--- src/rtl/encoder_pkg.sv ---
`default_nettype none
// ============================================================================
// Module   : encoder_pkg
// Purpose  : Shared types, field constants and word packer for instr_encoder.
// Revision : 1.0
// ============================================================================
package encoder_pkg;

    typedef enum logic [1:0] {
        S_IDLE = 2'd0,
        S_ROT  = 2'd1,
        S_EMIT = 2'd2,
        S_ERR  = 2'd3
    } state_t;

    localparam logic [1:0] OP_DP   = 2'b00;
    localparam logic [1:0] OP_MEM  = 2'b01;
    localparam logic [1:0] OP_BR   = 2'b10;

    localparam logic [3:0] COND_EQ = 4'h0;
    localparam logic [3:0] COND_AL = 4'hE;

    localparam logic       MEM_P   = 1'b1;
    localparam logic       MEM_U   = 1'b1;
    localparam logic       MEM_B   = 1'b0;
    localparam logic       MEM_W   = 1'b0;

    localparam int         ROT_W   = 4;

    // op2 carries the low 12 bits for DP and MEM; off carries the BR offset.
    function automatic logic [31:0] encode_word(
        input logic [1:0]  op,
        input logic [3:0]  cond,
        input logic [3:0]  cmd,
        input logic        s,
        input logic        i,
        input logic        load,
        input logic [3:0]  rn,
        input logic [3:0]  rd,
        input logic [11:0] op2,
        input logic [23:0] off
    );
        logic [31:0] w;
        w = 32'h0;
        case (op)
            OP_DP:   w = {cond, 2'b00, i, cmd, s, rn, rd, op2};
            OP_MEM:  w = {cond, 2'b01, 1'b0, MEM_P, MEM_U, MEM_B, MEM_W, load, rn, rd, op2};
            OP_BR:   w = {cond, 3'b101, load, off};
            default: w = 32'h0;
        endcase
        return w;
    endfunction

endpackage
`default_nettype wire

--- src/rtl/instr_encoder_imm_rot_check.sv ---
`default_nettype none
// ============================================================================
// Module   : imm_rot_check
// Purpose  : Tests whether imm rotated left by 2*r fits in the low 8 bits.
// Revision : 1.0
// ============================================================================
module imm_rot_check
    import encoder_pkg::*;
(
    input  logic [31:0]      imm,
    input  logic [ROT_W-1:0] r,
    output logic             hit,
    output logic [7:0]       imm8
);

    logic [4:0]  w_amt;
    logic [31:0] w_rol;

    assign w_amt = {r, 1'b0};
    // A 32-bit shift right by 32 yields zero, so r=0 degenerates to imm.
    assign w_rol = (imm << w_amt) | (imm >> (6'd32 - {1'b0, w_amt}));
    assign hit   = ~|w_rol[31:8];
    assign imm8  = w_rol[7:0];

endmodule
`default_nettype wire

--- src/rtl/instr_encoder.sv ---
`default_nettype none
// ============================================================================
// Module   : instr_encoder
// Purpose  : Packs field-level instructions into 32-bit words and writes them
//            to instruction memory at an auto-incrementing address.
// Revision : 1.0
// ============================================================================
module instr_encoder
    import encoder_pkg::*;
#(
    parameter int ADDR_W = 6
) (
    input  logic              clk,
    input  logic              reset,
    input  logic              clear,
    input  logic              in_valid,
    output logic              in_ready,
    input  logic [1:0]        in_op,
    input  logic [3:0]        in_cond,
    input  logic [3:0]        in_cmd,
    input  logic              in_s,
    input  logic              in_i,
    input  logic              in_load,
    input  logic [3:0]        in_rn,
    input  logic [3:0]        in_rd,
    input  logic [3:0]        in_rm,
    input  logic [1:0]        in_sh,
    input  logic [4:0]        in_shamt,
    input  logic [31:0]       in_imm,
    output logic              we,
    output logic [ADDR_W-1:0] waddr,
    output logic [31:0]       wdata,
    output logic              err,
    output logic              full,
    output logic [ADDR_W:0]   count
);

    localparam logic [ADDR_W:0] C_LAST = {1'b0, {ADDR_W{1'b1}}};

    state_t             r_state;
    logic [ADDR_W-1:0]  r_ptr;
    logic [ADDR_W:0]    r_count;
    logic               r_full;
    logic               r_we;
    logic [ADDR_W-1:0]  r_waddr;
    logic [31:0]        r_wdata;
    logic               r_err;
    logic [ROT_W-1:0]   r_r;
    logic [3:0]         r_cond;
    logic [3:0]         r_cmd;
    logic               r_s;
    logic [3:0]         r_rn;
    logic [3:0]         r_rd;
    logic [31:0]        r_imm;

    logic               w_ready;
    logic               w_accept;
    logic               w_bad;
    logic               w_hit;
    logic [7:0]         w_imm8;
    logic [11:0]        w_op2_in;
    logic [31:0]        w_word_in;
    logic [31:0]        w_word_rot;

    assign w_ready  = (r_state == S_IDLE) && !r_full;
    assign w_accept = in_valid && w_ready && !clear;

    // BR offsets must sign-extend cleanly from bit 23.
    assign w_bad = (in_op == 2'b11)
                 || ((in_op == OP_MEM) && (|in_imm[31:12]))
                 || ((in_op == OP_BR) && !((&in_imm[31:23]) || !(|in_imm[31:23])));

    assign w_op2_in   = (in_op == OP_DP) ? {in_shamt, in_sh, 1'b0, in_rm} : in_imm[11:0];
    assign w_word_in  = encode_word(in_op, in_cond, in_cmd, in_s, 1'b0, in_load,
                                    in_rn, in_rd, w_op2_in, in_imm[23:0]);
    assign w_word_rot = encode_word(OP_DP, r_cond, r_cmd, r_s, 1'b1, 1'b0,
                                    r_rn, r_rd, {r_r, w_imm8}, 24'h0);

    imm_rot_check u_rot (
        .imm  (r_imm),
        .r    (r_r),
        .hit  (w_hit),
        .imm8 (w_imm8)
    );

    always_ff @(posedge clk or posedge reset) begin
        if (reset) begin
            r_state <= S_IDLE;
            r_ptr   <= '0;
            r_count <= '0;
            r_full  <= 1'b0;
            r_we    <= 1'b0;
            r_waddr <= '0;
            r_wdata <= '0;
            r_err   <= 1'b0;
            r_r     <= '0;
            r_cond  <= '0;
            r_cmd   <= '0;
            r_s     <= 1'b0;
            r_rn    <= '0;
            r_rd    <= '0;
            r_imm   <= '0;
        end else begin
            r_we  <= 1'b0;
            r_err <= 1'b0;
            if (clear) begin
                r_state <= S_IDLE;
                r_ptr   <= '0;
                r_count <= '0;
                r_full  <= 1'b0;
            end else begin
                case (r_state)
                    S_IDLE: begin
                        if (w_accept) begin
                            r_cond <= in_cond;
                            r_cmd  <= in_cmd;
                            r_s    <= in_s;
                            r_rn   <= in_rn;
                            r_rd   <= in_rd;
                            r_imm  <= in_imm;
                            r_r    <= '0;
                            if (w_bad) begin
                                r_state <= S_ERR;
                                r_err   <= 1'b1;
                            end else if ((in_op == OP_DP) && in_i) begin
                                r_state <= S_ROT;
                            end else begin
                                r_state <= S_EMIT;
                                r_we    <= 1'b1;
                                r_waddr <= r_ptr;
                                r_wdata <= w_word_in;
                            end
                        end
                    end
                    S_ROT: begin
                        if (w_hit) begin
                            r_state <= S_EMIT;
                            r_we    <= 1'b1;
                            r_waddr <= r_ptr;
                            r_wdata <= w_word_rot;
                        end else if (r_r == 4'd15) begin
                            r_state <= S_ERR;
                            r_err   <= 1'b1;
                        end else begin
                            r_r <= r_r + 4'd1;
                        end
                    end
                    S_EMIT: begin
                        r_ptr   <= r_ptr + ADDR_W'(1);
                        r_count <= r_count + (ADDR_W+1)'(1);
                        r_full  <= (r_count == C_LAST);
                        r_state <= S_IDLE;
                    end
                    default: begin
                        r_state <= S_IDLE;
                    end
                endcase
            end
        end
    end

    assign in_ready = w_ready;
    assign we       = r_we;
    assign waddr    = r_waddr;
    assign wdata    = r_wdata;
    assign err      = r_err;
    assign full     = r_full;
    assign count    = r_count;

endmodule
`default_nettype wire

--- config.mk ---
export PLATFORM = sky130hd
export DESIGN_NAME = instr_encoder
export DESIGN_NICKNAME = d
export VERILOG_FILES = /design/src/rtl/encoder_pkg.sv /design/src/rtl/instr_encoder_imm_rot_check.sv /design/src/rtl/instr_encoder.sv
export SDC_FILE = /design/constraint.sdc
export NUM_CORES = 1
export LEC_CHECK = 0
export CAP_MARGIN = 10
export CORE_UTILIZATION = 50
export DETAILED_ROUTE_END_ITERATION = 6
export PLACE_DENSITY_LB_ADDON = 0.1
export SYNTH_ARGS = -nofsm -noshare
export SYNTH_HDL_FRONTEND = slang
export SYNTH_SLANG_ARGS = --single-unit
export TNS_END_PERCENT = 100
--- constraint.sdc ---
create_clock -name clk -period 6.37 [get_ports clk]
set_input_delay 1.5925 -clock clk [delete_from_list [all_inputs] [get_ports clk]]
set_output_delay 1.5925 -clock clk [all_outputs]
set_load 0.01 [all_outputs]
Yosys cells after proc, flatten, opt, wreduce, memory -nomap -nowiden
Index checks and enable logic that the tools add are counted.
Cells by class
  $add $sub $neg: 4
  equality and inequality tests: 15
  shift-type cells: 2
  multiplexer cells: 41
  bitwise logic cells: 2
  reductions and logical operators: 25
Operator list (count)
  32-bit 2-to-1 mux: 4
  32-bit one-hot mux with 3 select lines: 1
  32-bit one-hot mux with 2 select lines: 1
  6-bit 2-to-1 mux: 6
  32-bit bitwise OR: 1
  32-bit by 5-bit left shift with 32-bit output: 1
  32-bit by 6-bit >> shifter with 32-bit output: 1
  24-bit OR reduction: 1
  20-bit OR reduction: 1
  7-bit 2-to-1 mux: 2
  1-bit 2-to-1 mux: 12
  12-bit 2-to-1 mux: 1
  2-bit 2-to-1 mux: 6
  4-bit 2-to-1 mux: 3
  6-bit one-hot mux with 2 select lines: 1
  2-bit inequality test (second input constant): 5
  9-bit AND reduction: 1
  9-bit OR reduction: 1
  4-bit one-hot mux with 2 select lines: 1
  7-bit by 1-bit adder with 7-bit output (second input constant): 1
  7-bit by 6-bit == test with 1-bit output (second input constant): 1
  6-bit by 1-bit adder with 6-bit output (second input constant): 1
  2-bit == test (second input constant): 3
  1-bit logical AND: 6
  18 further kinds: 27
Word-level totals
  register bits: 109
  input bits: 68
  output and inout port bits: 49
  word-level logic and storage cells: 104

Depth between registers and ports, before layout
Gate-level depths: netlist (run 1).
  depth in word-level cells: 10
  depth in mapped cells: 16

Hierarchy
From an unflattened synthesis (run 1), not the netlist that was laid out.
Unflattened totals
  cells, all modules: 658
  area, all modules: 6752.7 um^2
Modules (own cells, without submodules)
  instr_encoder: instances 1, cells each 425, area each 4987.3 um^2, sequential area each 2727.6 um^2
  imm_rot_check: instances 1, cells each 233, area each 1765.4 um^2, sequential area each 0.0 um^2

Worst setup path before layout (run 1)
Ideal clock, no wire load.
  path type: reg2reg
  start point: reg r_r[1]
  end point: reg r_wdata[12], in the netlist wdata[12]
  setup time: 0.126 ns
  data arrival time: 3.934 ns
  required time: 6.244 ns
  setup slack: 2.309 ns
  cell stages (with the launch flop): 17
  buffers on the path: 7
  path through: dfrtp_1 -> buf_2 -> buf_2 -> buf_2 -> inv_1 -> ha_1 -> clkbuf_1 -> buf_2 -> mux4_2 -> nor4_2 -> and2_1 -> nand4_1 -> a31o_1 -> o41a_1 -> buf_6 -> buf_6 -> a221o_1
Between the ends
  word-level cells in the longest chain between the ends: 6
  elaborated cells on any way between the ends: 7
  classes of those cells: 1 x add/sub; 1 x eq/ne; 2 x shift; 1 x bitwise; 2 x reduce/logical
RTL lines
  start, declared: RTL line instr_encoder.sv:48  | logic [ROT_W-1:0] r_r;
  start signal, assigned: RTL line instr_encoder.sv:145  | r_r <= r_r + 4'd1;
  6-bit by 5-bit subtractor with 6-bit output: RTL line instr_encoder_imm_rot_check.sv:21  | assign w_rol = (imm << w_amt) | (imm >> (6'd32 - {1'b0, w_amt}));
  32-bit by 6-bit >> shifter with 32-bit output: RTL line instr_encoder_imm_rot_check.sv:21
  32-bit bitwise OR (*): RTL line instr_encoder_imm_rot_check.sv:21
  24-bit OR reduction (*): RTL line instr_encoder_imm_rot_check.sv:22  | assign hit = ~|w_rol[31:8];
  2-bit inequality test (no source line) (*)
  6-bit AND reduction (no source line) (*)
  end signal, assigned: RTL line instr_encoder.sv:131  | r_wdata <= w_word_in;
  end signal, assigned: RTL line instr_encoder.sv:140  | r_wdata <= w_word_rot;
  end, declared: RTL line instr_encoder.sv:46  | logic [31:0] r_wdata;
Mark *: on every way between the ends. The rest lies on a longest branch, timed or not.
A chain may end at the register's enable or synchronous reset.

Worst setup path after layout (run 1)
  start point: reg r_r[0]
  end point: reg r_wdata[12], in the netlist wdata[12]
The elaborated chain is that of the path after synthesis.

==> results.cfg, run 1 <==
[sta]
whs_ns = 0.5049
relSlewSlack_pct = 22.37
setup_viol = 0
finalSetupTns_ns = 0
rsz0062_at_grt = no
finalMaxSlewViolations = 0
fin_crit_ns = 4.353
fin_skew_ns = 0.01021
fin_crit_sh_pct = 68.34
timing.fmax_mhz = 229.7
worst_pin_slew_ns = 1.162
hold_violations = 0

[grt]
grt.overflow.total = 0
groute.usage.overall_pct = 28.92
antenna_found_initial = 0
grt_pass1_vias = 5804
grt_max_degree = 73
grt_pass1_wl_um = 31660

[detailed_routing]
viasPerCell = 6.253
postRouteAntennaNets = 0
drc_errors = 0
drt-total-wl_um = 19450
drt-initial-drc-count = 618
firstDrtPassIters = 5
vias = 5840
post_drt_wl_per_cell_um = 20.83

[power]
ir_worst_vdd_v = 0.0002067
p_leak_uw = 0.003319
p_per_area_mw_per_mm2 = 335.4
power_uw = 2824

[logic_synthesis]
synth_ff_type = dfrtp_1
synth.most_common_cell = dfrtp_1
ys_types = 60
synthTopCellsByArea = dfrtp_1, mux2_2, mux4_2
avgSynthCellArea_um2 = 10.36
synth_area_leader_cell = dfrtp_1
synth_commonest_cells = dfrtp_1, mux2_2, nor2_1, a21oi_1, nand2_1
yosys_warnings = 0
synth_area_mm2 = 0.006848
yosysTopAreaCellShare_pct = 39.83
synthArstFlopShare_pct = 100.0
yosysSeqAreaShare_pct = 39.83
syn_inst = 661
synth-edff-count = 0
synth-seq-cells = 109
syn-num-nets = 733

[clock_tree]
cts_buffers = 9
clock_latency_ns = 0.36
cts_sinks = 109
cts_resized = 0
clk_pin_slew_worst_paths_ns = 0.08
cts_hold_buf = 0
root_buffer = clkbuf_16
cts_setup_buffers = 0
cts.path.max_buffers = 2
htreeDepth = 3
cts_tree = done

[place]
dpl.hpwl_um = 13870
place_congestion = 0.9224
place_area_mm2 = 0.008114
numPortBuffers = 116

[layout]
nets = 825
utilization_pct = 63.34
area_growth_pct = 22.97
n_antenna_cell = 0
fin_area_mm2 = 0.008421
drive_gt1_share_pct = 18.87

[critical_path]
worstPathCellList = inv_2 -> ha_1 -> buf_4 -> mux4_2 -> a2111oi_2 -> nand3_1 -> nor4bb_1 -> a31o_1 -> o41a_2 -> a221o_1
crit_type = flip-flop to flip-flop
cp.arrival_ns = 4.59
cp-start-kind = flip-flop
cpMaxStageDelayCell = o41a_2
required_ns = 6.61
critical_path_peak_fanout = 39
critPathCaptureType = flip-flop
max_stage_delay_ns = 0.83

[floorplan]
pin_count = 117
die_x_um = 119.0
start_util_pct = 51.51
dieArea_mm2 = 0.01417
die_h_um = 119.0
row_count = 42
core-area_mm2 = 0.01330

[outcome]
status = completed

[job]
drv_cap = 0

[hold_path]
hp-class = flip-flop to flip-flop
==> cells by family (layout without fill, tap and decap cells) <==
kind of cell / Yosys count / in the layout / synth area share (%)
AOI/OAI and AO/OA: 137 / 137 / 13.70
xor gates and xnor gates: 12 / 12 / 1.535
adders and majority gates: 4 / 4 / 0.7309
buffers and inverters: 60 / 157 / 3.965
DFF: 109 / 109 / 39.83
muxes: 129 / 129 / 25.14
and+or+nand+nor: 210 / 210 / 15.09
==> layer usage <==
metal	GRT usage [%]	vias up	wire, µm
met4	11.71	0	614
li1	-	2668	-
met3	4.837	39	975
met1	40.63	2932	8754
met5	0	-	0
met2	44.51	201	9110
==> cell usage in the layout, fill, tap and decap left out, types with 4 or more instances in the layout <==
cell type / netlist / routed
a22o_1: 7 / 7
nor3_1: 18 / 17
nand4_1: 7 / 7
a31oi_1: 7 / 7
nor2_1: 70 / 70
nand3_1: 14 / 14
xor2_1: 7 / 7
mux4_2: 27 / 27
clkdlybuf4s50_1: 0 / 116
buf_4: 3 / 14
o21bai_1: 4 / 4
a32oi_1: 4 / 4
a221o_1: 15 / 15
clkbuf_16: 0 / 9
o21ai_0: 17 / 17
a22oi_1: 4 / 4
dfrtp_1: 109 / 108
inv_1: 10 / 9
nand2b_1: 5 / 5
a211oi_1: 6 / 6
xnor2_1: 5 / 5
nor3b_1: 6 / 6
nand2_1: 43 / 43
nor4_1: 11 / 11
mux2i_1: 28 / 28
o31ai_1: 5 / 5
ha_1: 4 / 4
mux2_2: 74 / 74
nor2b_1: 14 / 14
a21oi_1: 47 / 47
==> cell type report <==
class	count	area, µm²
Clock buffer	9	225.2
Sequential cell	109	2729
Multi-Input combinational cell	492	3855
Tap cell	176	220.2
Clock inverter	7	81.33
Timing Repair Buffer	130	1266
Inverter	11	43.79
Fill cell	1080	4875
==> worst paths after layout <==
check                                     from               endpoint  slack [ns]  cells after the start
hold / removal             r_rn[2]$_DFFE_PP0P_  wdata[18]$_DFFE_PP0P_        0.50                      1
max in group asynchronous                reset  r_imm[16]$_DFFE_PP0P_        3.55                      3
min in group asynchronous                reset   waddr[5]$_DFFE_PP0P_        1.77                      2
setup / recovery            r_r[0]$_DFFE_PP0P_  wdata[12]$_DFFE_PP0P_        2.02                     10
hold reg to reg            r_rn[2]$_DFFE_PP0P_  wdata[18]$_DFFE_PP0P_        0.50                      1
setup reg to reg            r_r[0]$_DFFE_PP0P_  wdata[12]$_DFFE_PP0P_        2.02                     10
==> state kept, by name, summed over array words and instances, names as in the netlist, 6 cells and up <==
signal	count
r_imm	32
count	7
waddr	6
wdata	32
r_ptr	6
==> worst max-delay path: cells and delay by family, from the launching register on <==
family / cells / cell delay (ns)
buf+inv: 2 / 0.55
simple gates: 2 / 0.26
compound gates: 4 / 1.93
fa+ha+maj: 1 / 0.71
flops: 1 / 0.41
mux: 1 / 0.36
==> stage by stage <==
| stage | worst slack, ns | instances |
|---|---|---|
| 2_1_floorplan | 1.904 | 661 |
| 3_3_place_gp | 1.904 | 918 |
| 3_5_place_dp | 1.766 | 918 |
| 4_1_cts | 2.006 | 934 |
| 5_1_grt | 1.800 | 934 |
| 6_report | 2.017 | 934 |
==> power by group <==
group | switching [µW] | leakage, µW | internal, µW | total, µW
Combinational | 584 | 0.00181 | 604 | 1190
Sequential | 207 | 0.00137 | 841 | 1050
Clock | 276 | 0.000146 | 311 | 588
Total | 1070 | 0.00332 | 1760 | 2820
No activity file was read; power rests on OpenSTA's default activity.
==> run 2, diff against run 1 <==
==> constraint.sdc (replaced) <==
create_clock -name clk -period 4.05 [get_ports clk]
set_input_delay 1.0125 -clock clk [delete_from_list [all_inputs] [get_ports clk]]
set_output_delay 1.0125 -clock clk [all_outputs]
set_load 0.01 [all_outputs]
==> results.cfg, run 2 (synthesis gave the netlist of run 1 again) <==
[clock_tree]
cts.path.max_buffers = 2
htreeDepth = 3
cts_hold_buf = 0
cts_resized = 0
clk_pin_slew_worst_paths_ns = 0.08
cts_tree = done
cts_sinks = 109
clock_latency_ns = 0.36
root_buffer = clkbuf_16
cts_buffers = 9
cts_setup_buffers = 0

[layout]
fin_area_mm2 = 0.008507
n_antenna_cell = 0
layout_common_cells = clkdlybuf4s50_1, dfrtp_1, mux2_2
nets = 832
layout.cells.most_common = clkdlybuf4s50_1
area_growth_pct = 24.23
drive_gt1_share_pct = 19.61

[sta]
rsz0062_at_grt = no
worst_pin_slew_ns = 0.9941
relSlewSlack_pct = 33.25
timing.fmax_mhz = 282.8
fin_skew_ns = 0.009558
fin_crit_ns = 3.536
finalMaxSlewViolations = 0
hold_violations = 0
setup_viol = 0
fin_ws_ns = 0.5135
finalSetupTns_ns = 0
fin_crit_sh_pct = 87.32

[place]
place_congestion = 0.8952
place_ws_ns = 0.4995
dpl.hpwl_um = 14060
numPortBuffers = 116
place_area_mm2 = 0.008204

[outcome]
status = completed

[critical_path]
max_stage_delay_ns = 0.47
crit_type = flip-flop to flip-flop
required_ns = 4.29
cp-start-kind = flip-flop
cp.arrival_ns = 3.78
cpMaxStageDelayCell = o41a_2
critPathCaptureType = flip-flop
crit_family = compound AO/OA/AOI/OAI gates
path_buf_inv = 3
cpMostUsedCell = buf_12
worstPathCellList = inv_1 -> ha_1 -> buf_12 -> mux2_2 -> a211o_1 -> nor4_1 -> nor4bb_1 -> a31o_1 -> o41a_2 -> buf_12 -> a221o_1
critical_path_peak_fanout = 39

[grt]
grt_pass1_wl_um = 31680
grt_max_degree = 68
grt.overflow.total = 0
groute.usage.overall_pct = 28.90
grt_pass1_vias = 5861
antenna_found_initial = 0

[floorplan]
dieArea_mm2 = 0.01417
die_h_um = 119.0
die_x_um = 119.0
core-area_mm2 = 0.01330
pin_count = 117
row_count = 42
start_util_pct = 51.51

[detailed_routing]
viasPerCell = 6.243
drt-total-wl_um = 19480
vias = 5875
drt-initial-drc-count = 428
postRouteAntennaNets = 0
firstDrtPassIters = 5
post_drt_wl_per_cell_um = 20.70
drc_errors = 0

[power]
p_per_area_mw_per_mm2 = 521.1
power_uw = 4433
p_leak_uw = 0.003362
ir_worst_vdd_v = 0.0002711

[hold_path]
hp-class = flip-flop to flip-flop

[job]
drv_cap = 0
==> run 2: area by class of cell <==
class | instances | area [µm²]
Sequential cell | 109 | 2729
Inverter | 11 | 43.79
Clock inverter | 7 | 77.57
Multi-Input combinational cell | 492 | 3855
Clock buffer | 9 | 225.2
Tap cell | 176 | 220.2
Fill cell | 1089 | 4788
Timing Repair Buffer | 137 | 1356
==> run 2: report_power, final <==
part / leakage (µW) / switching [µW] / total [µW] / internal, µW
clock: 0.000144 / 458 / 896 / 439
sequential: 0.00137 / 296 / 1620 / 1320
combinational: 0.00185 / 947 / 1920 / 970
==> run 2: final timing paths <==
path,start,to,slack (ns),cells after the start
hold / removal,r_rn[0]$_DFFE_PP0P_,wdata[16]$_DFFE_PP0P_,0.51,1
setup reg to reg,r_r[1]$_DFFE_PP0P_,wdata[13]$_DFFE_PP0P_,0.51,11
max in group asynchronous,reset,wdata[25]$_DFFE_PP0P_,2.11,3
setup / recovery,r_r[1]$_DFFE_PP0P_,wdata[13]$_DFFE_PP0P_,0.51,11
min in group asynchronous,reset,r_ptr[3]$_DFFE_PP0P_,1.13,2
hold reg to reg,r_rn[0]$_DFFE_PP0P_,wdata[16]$_DFFE_PP0P_,0.51,1
==> run 2: metal layers <==
metal / track usage [%] / up-vias / part of all wire [%]
met4: 10.76 / 0 / 2.5
met2: 44.48 / 216 / 48
met1: 40.95 / 2960 / 45
met5: 0 / - / 0
met3: 4.933 / 31 / 5.4
li1: - / 2668 / -
==> run 2: metrics by stage <==
step	util (%)	hold slack, ns	instances
after floorplan	-	0.4748	661
after global placement	61.71	0.4811	925
after detailed placement	61.71	0.4929	925
after CTS	63.98	0.5110	941
after global routing	63.98	0.5197	941
final	63.98	0.5098	941
